$ cat src/rtl/mem_arbiter.sv
// Main-memory bus arbiter between the icache prefetcher and the dcache: combinational grant,
// registered tag-ownership table so returning load data reaches only the side that issued it.
module mem_arbiter #(
    parameter int unsigned XLEN         = 32,
    parameter int unsigned NUM_TAGS     = 16,
    parameter int unsigned STARVE_LIMIT = 4
) (
    input  logic                        clock,
    input  logic                        reset,
    input  logic [1:0]                  i_icache_command,
    input  logic [XLEN-1:0]             i_icache_addr,
    input  logic [1:0]                  i_dcache_command,
    input  logic [XLEN-1:0]             i_dcache_addr,
    input  logic [63:0]                 i_dcache_data,
    input  logic [$clog2(NUM_TAGS)-1:0] i_mem2proc_response,
    input  logic [63:0]                 i_mem2proc_data,
    input  logic [$clog2(NUM_TAGS)-1:0] i_mem2proc_tag,
    output logic [1:0]                  o_proc2mem_command,
    output logic [XLEN-1:0]             o_proc2mem_addr,
    output logic [63:0]                 o_proc2mem_data,
    output logic                        o_give_way,
    output logic [$clog2(NUM_TAGS)-1:0] o_icache_response,
    output logic [$clog2(NUM_TAGS)-1:0] o_dcache_response,
    output logic [$clog2(NUM_TAGS)-1:0] o_icache_tag,
    output logic [$clog2(NUM_TAGS)-1:0] o_dcache_tag,
    output logic [63:0]                 o_mem_data_out,
    output logic                        o_stray_tag_err
);

    localparam int unsigned TAG_W = $clog2(NUM_TAGS);
    localparam int unsigned CNT_W = $clog2(STARVE_LIMIT + 1);

    localparam logic [1:0] BUS_NONE  = 2'd0;
    localparam logic [1:0] BUS_LOAD  = 2'd1;

    logic [NUM_TAGS-1:0] r_valid;
    logic [NUM_TAGS-1:0] r_owner;     // 0 = icache, 1 = dcache
    logic [CNT_W-1:0]    r_starve_cnt;
    logic                r_stray_err;

    logic w_i_req;
    logic w_d_req;
    logic w_grant_i;
    logic w_grant_d;
    logic w_alloc;
    logic w_tag_hit;
    logic w_tag_stray;

    always_comb begin
        w_i_req   = (i_icache_command != BUS_NONE);
        w_d_req   = (i_dcache_command != BUS_NONE);
        w_grant_i = w_i_req && (!w_d_req || (r_starve_cnt == CNT_W'(STARVE_LIMIT)));
        w_grant_d = w_d_req && !w_grant_i;

        o_proc2mem_command = BUS_NONE;
        o_proc2mem_addr    = '0;
        o_proc2mem_data    = '0;
        if (w_grant_i) begin
            o_proc2mem_command = i_icache_command;
            o_proc2mem_addr    = i_icache_addr;
        end else if (w_grant_d) begin
            o_proc2mem_command = i_dcache_command;
            o_proc2mem_addr    = i_dcache_addr;
            o_proc2mem_data    = i_dcache_data;
        end

        o_give_way        = w_i_req && w_grant_d;
        o_icache_response = w_grant_i ? i_mem2proc_response : '0;
        o_dcache_response = w_grant_d ? i_mem2proc_response : '0;

        // Only granted loads that memory accepted get an owner entry.
        w_alloc = (o_proc2mem_command == BUS_LOAD) && (i_mem2proc_response != '0);

        // Table contents are not trusted while reset is held.
        w_tag_hit   = !reset && (i_mem2proc_tag != '0) && r_valid[i_mem2proc_tag];
        w_tag_stray = !reset && (i_mem2proc_tag != '0) && !r_valid[i_mem2proc_tag];

        o_icache_tag    = (w_tag_hit && !r_owner[i_mem2proc_tag]) ? i_mem2proc_tag : '0;
        o_dcache_tag    = (w_tag_hit && r_owner[i_mem2proc_tag]) ? i_mem2proc_tag : '0;
        o_mem_data_out  = i_mem2proc_data;
        o_stray_tag_err = r_stray_err;
    end

    always_ff @(posedge clock) begin
        if (reset) begin
            r_valid      <= '0;
            r_owner      <= '0;
            r_starve_cnt <= '0;
            r_stray_err  <= 1'b0;
        end else begin
            if (w_tag_hit) begin
                r_valid[i_mem2proc_tag] <= 1'b0;
            end
            // Later assignment lets a same-cycle reissue of the returning tag win.
            if (w_alloc) begin
                r_valid[i_mem2proc_response] <= 1'b1;
                r_owner[i_mem2proc_response] <= w_grant_d;
            end
            if (w_tag_stray) begin
                r_stray_err <= 1'b1;
            end
            if (w_grant_i || !w_i_req) begin
                r_starve_cnt <= '0;
            end else if (o_give_way && (r_starve_cnt != CNT_W'(STARVE_LIMIT))) begin
                r_starve_cnt <= r_starve_cnt + CNT_W'(1);
            end
        end
    end

endmodule
$ cat config.mk
export PLATFORM = sky130hd
export DESIGN_NAME = mem_arbiter
export DESIGN_NICKNAME = d
export VERILOG_FILES = /design/src/rtl/mem_arbiter.sv
export SDC_FILE = /design/constraint.sdc
export NUM_CORES = 1
export LEC_CHECK = 0
export ABC_AREA = 1
export CAP_MARGIN = 40
export CORE_AREA = 10 10 140 142
export CTS_BUF_LIST = sky130_fd_sc_hd__clkbuf_4 sky130_fd_sc_hd__clkbuf_8
export DETAILED_ROUTE_END_ITERATION = 10
export DIE_AREA = 0 0 150 152
export DONT_BUFFER_PORTS = 1
export PLACE_DENSITY_LB_ADDON = 0.25
export SLEW_MARGIN = 15
export SYNTH_ARGS = -nofsm -noshare
export SYNTH_HDL_FRONTEND = slang
export SYNTH_SLANG_ARGS = --single-unit
$ cat constraint.sdc
create_clock -name clock -period 2.4 [get_ports clock]
set_input_delay 0.48 -clock clock [delete_from_list [all_inputs] [get_ports clock]]
set_output_delay 0.48 -clock clock [all_outputs]
set_load 0.02 [all_outputs]
==> flow_summary.json <==
{
  "status": "finished, final reports clean",
  "routabilityCongestion": 0.859,
  "worstReg2RegEnd": "r_owner[10]$_SDFFE_PP0P_",
  "peakVddDrop_mv": 0.146,
  "rrSetupSlack_ps": 640,
  "viasPerCell": 4.19,
  "firstDrtPassIters": 4,
  "cts_max_level": 2,
  "grt_usage": 0.148,
  "p_int_mw": 1.12,
  "power_leakage_nw": 2.34,
  "skew_ps": 5.85,
  "synthXorXnorAreaFrac": 0.00249,
  "layout_commonest_cell": "nand2_1",
  "core_area_sq_um": 16900,
  "ys_types": 24,
  "regToRegStartpoint": "r_starve_cnt[1]$_SDFFE_PP0P_",
  "clkTransAtPathRegs_ps": 80,
  "vias": 3827,
  "clock.fmax_ghz": 0.430,
  "synth_top_family_by_area": "simple AND/OR/NAND/NOR gates",
  "syn_avg_cell_area_sq_um": 5.51,
  "cts_root_buf": "clkbuf_8",
  "final_core_util": 0.263,
  "ys_seq_area_frac": 0.205,
  "critPathCaptureType": "primary output",
  "worst_slew_pin_slew_ps": 476,
  "die_area_sq_um": 22800,
  "crit_type": "flop to primary output",
  "slew_viol_final": 0,
  "grt_first_pass_wirelength_mm": 25.8,
  "reg2regPathDepth": 12,
  "syn_to_final_growth_pct": 26.5,
  "antenna_found_initial": 8,
  "drc": 0,
  "drt-total-wl_mm": 17.8,
  "row_count": 48,
  "cts_made_buffers": 5,
  "clock_path_buffers": 2,
  "clock_latency_ps": 290,
  "synth_seq_cells": 36,
  "hold_buffers": 0,
  "maxSlewHeadroom": 0.681,
  "clockPowerShare": 0.236,
  "final-setup-viol-count": 0,
  "min_path_type": "input pin to flop",
  "synth-compound-area-share": 0.125,
  "power_density_nw_per_um2": 420,
  "cts_tree": "yes",
  "worstHoldStart": "reset",
  "maxCapViolations": 0,
  "hold_depth": 1,
  "seqPwrFrac": 0.329,
  "fin_crit_ps": 2330,
  "drt_iter0_drc": 189,
  "grt_max_degree": 69,
  "die_x_um": 150,
  "drtAntennaViolNets": 0,
  "min_to": "r_owner[5]$_SDFFE_PP0P_",
  "final_nets": 893,
  "fp.dieH_um": 152,
  "synth_nets": 847,
  "fin_crit_sh": 0.970,
  "comb_power_share": 0.435,
  "power_mw": 1.87,
  "synthSimpleGateAreaFrac": 0.346,
  "drive_above_1_share": 0.259,
  "synth_adder_area_share": 0.00711,
  "syn_inst": 639,
  "cp.required_ps": 1920,
  "grt_pass1_vias": 3923,
  "most-common-layout-cells": "nand2_1 (135), nor2_1 (128), inv_1 (121), buf_4 (116), dfxtp_1 (34)",
  "detailed_place_hpwl_mm": 15.0,
  "p_switching_mw": 0.753,
  "setup_ws_ps": 71.9,
  "yosys_warnings": 0,
  "port_buffers": 0,
  "wl_per_cell_um": 19.5,
  "rsz0062_at_grt": "true",
  "crit_arrival_ps": 1850,
  "ios": 386,
  "start_util": 0.208,
  "cts.sinks": 36,
  "critical_path_peak_fanout": 8,
  "grt-ovfl-total": 0,
  "hold_viol_final": 0,
  "swShare": 0.403,
  "crit_path_start_kind": "flop",
  "place_ws_ps": 293,
  "synthMuxAreaShare": 0,
  "syn_area_sq_um": 3520
}
==> logic make-up after synthesis <==
logic type,Yosys count
AO/OA/AOI/OAI,77
AND/OR/NAND/NOR,308
XOR/XNOR,1
adder cells (fa/ha/maj),2
flip-flops,36
buffers and inverters,215
==> metal layers <==
metal,share of wire,track usage
met3,0.14,0.0989
met1,0.37,0.157
met4,0.0061,0.0227
met2,0.48,0.242
met5,0.0046,0
==> final cells by class <==
class / count / area (sq um)
Fill cell: 2018 / 12500
Clock inverter: 3 / 18.8
Inverter: 124 / 470
Sequential cell: 36 / 723
Tap cell: 225 / 282
Clock buffer: 5 / 68.8
Timing Repair Buffer: 130 / 1110
Antenna cell: 2 / 5.00
Multi-Input combinational cell: 388 / 1780
==> registers in the layout, indices dropped and copies added (netlist names) <==
signal / flops
r_starve_cnt: 3
r_owner: 16
r_valid: 16
o_stray_tag_err: 1
==> how the worst max path moves through the flow <==
stage	from	to	slack, ps
2_1_floorplan	i_mem2proc_tag[1]	o_dcache_tag[0]	260
3_3_place_gp	r_starve_cnt[0]$_SDFFE_PP0P_	o_proc2mem_addr[15]	300
3_5_place_dp	r_starve_cnt[0]$_SDFFE_PP0P_	o_proc2mem_addr[18]	290
4_1_cts	r_starve_cnt[0]$_SDFFE_PP0P_	o_proc2mem_addr[30]	3
5_1_grt	r_starve_cnt[1]$_SDFFE_PP0P_	o_proc2mem_addr[2]	-10
6_report	r_starve_cnt[1]$_SDFFE_PP0P_	o_proc2mem_addr[23]	70
==> power by group through the flow <==
stage               Sequential [mW]  Combinational, mW  Clock, mW
detailed placement            0.629              0.774          0
global route                  0.617              0.879      0.486
CTS                           0.615              0.788      0.462
global placement              0.629              0.770          0
floorplan                     0.626              0.599          0
finish                        0.615              0.814      0.441
==> what timing repair did <==
action                                  4_1_cts  5_1_grt
buffers inserted                              0        1
pin swaps                                     0        2
gates resized for setup                       4       49
endpoints found under the setup margin        9       32
gates cloned                                  1        2
==> cells in the mapped netlist, drive strengths merged <==
| cell type | instances | area [sq um] |
|---|---|---|
| o21a | 1 | 7.51 |
| clkbuf | 10 | 37.5 |
| xnor2 | 1 | 8.76 |
| nor2 | 128 | 480 |
| nand2 | 148 | 563 |
| dfxtp | 36 | 721 |
| inv | 124 | 465 |
| a31oi | 1 | 6.26 |
| a21oi | 31 | 178 |
| ha | 2 | 25.0 |
| and2 | 1 | 7.51 |
| nor3 | 1 | 16.3 |
| a22oi | 6 | 45.0 |
| o21ai | 38 | 205 |
| buf | 81 | 603 |
| nand3 | 30 | 150 |
==> critical path, stage by stage (launching register included) <==
cell,delay (ps)
dfxtp_2,330
inv_1,50
ha_2,160
nand2_2,60
o21ai_4,90
o21ai_4,100
o21ai_4,100
clkinv_4,160
clkbuf_16,200
nand2_1,60
o21ai_0,70
buf_4,170
==> stage by stage <==
step | hold WS [ps] | cells | setup TNS, ps | cell area [sq um]
after floorplan | 403 | 639 | 0 | 3520
after global placement | 415 | 899 | 0 | 4160
after detailed placement | 421 | 899 | 0 | 4160
after CTS | 239 | 908 | 0 | 4280
after global routing | 240 | 912 | -48.4 | 4450
final | 263 | 913 | 0 | 4450
Power figures use the tool's default switching activity.
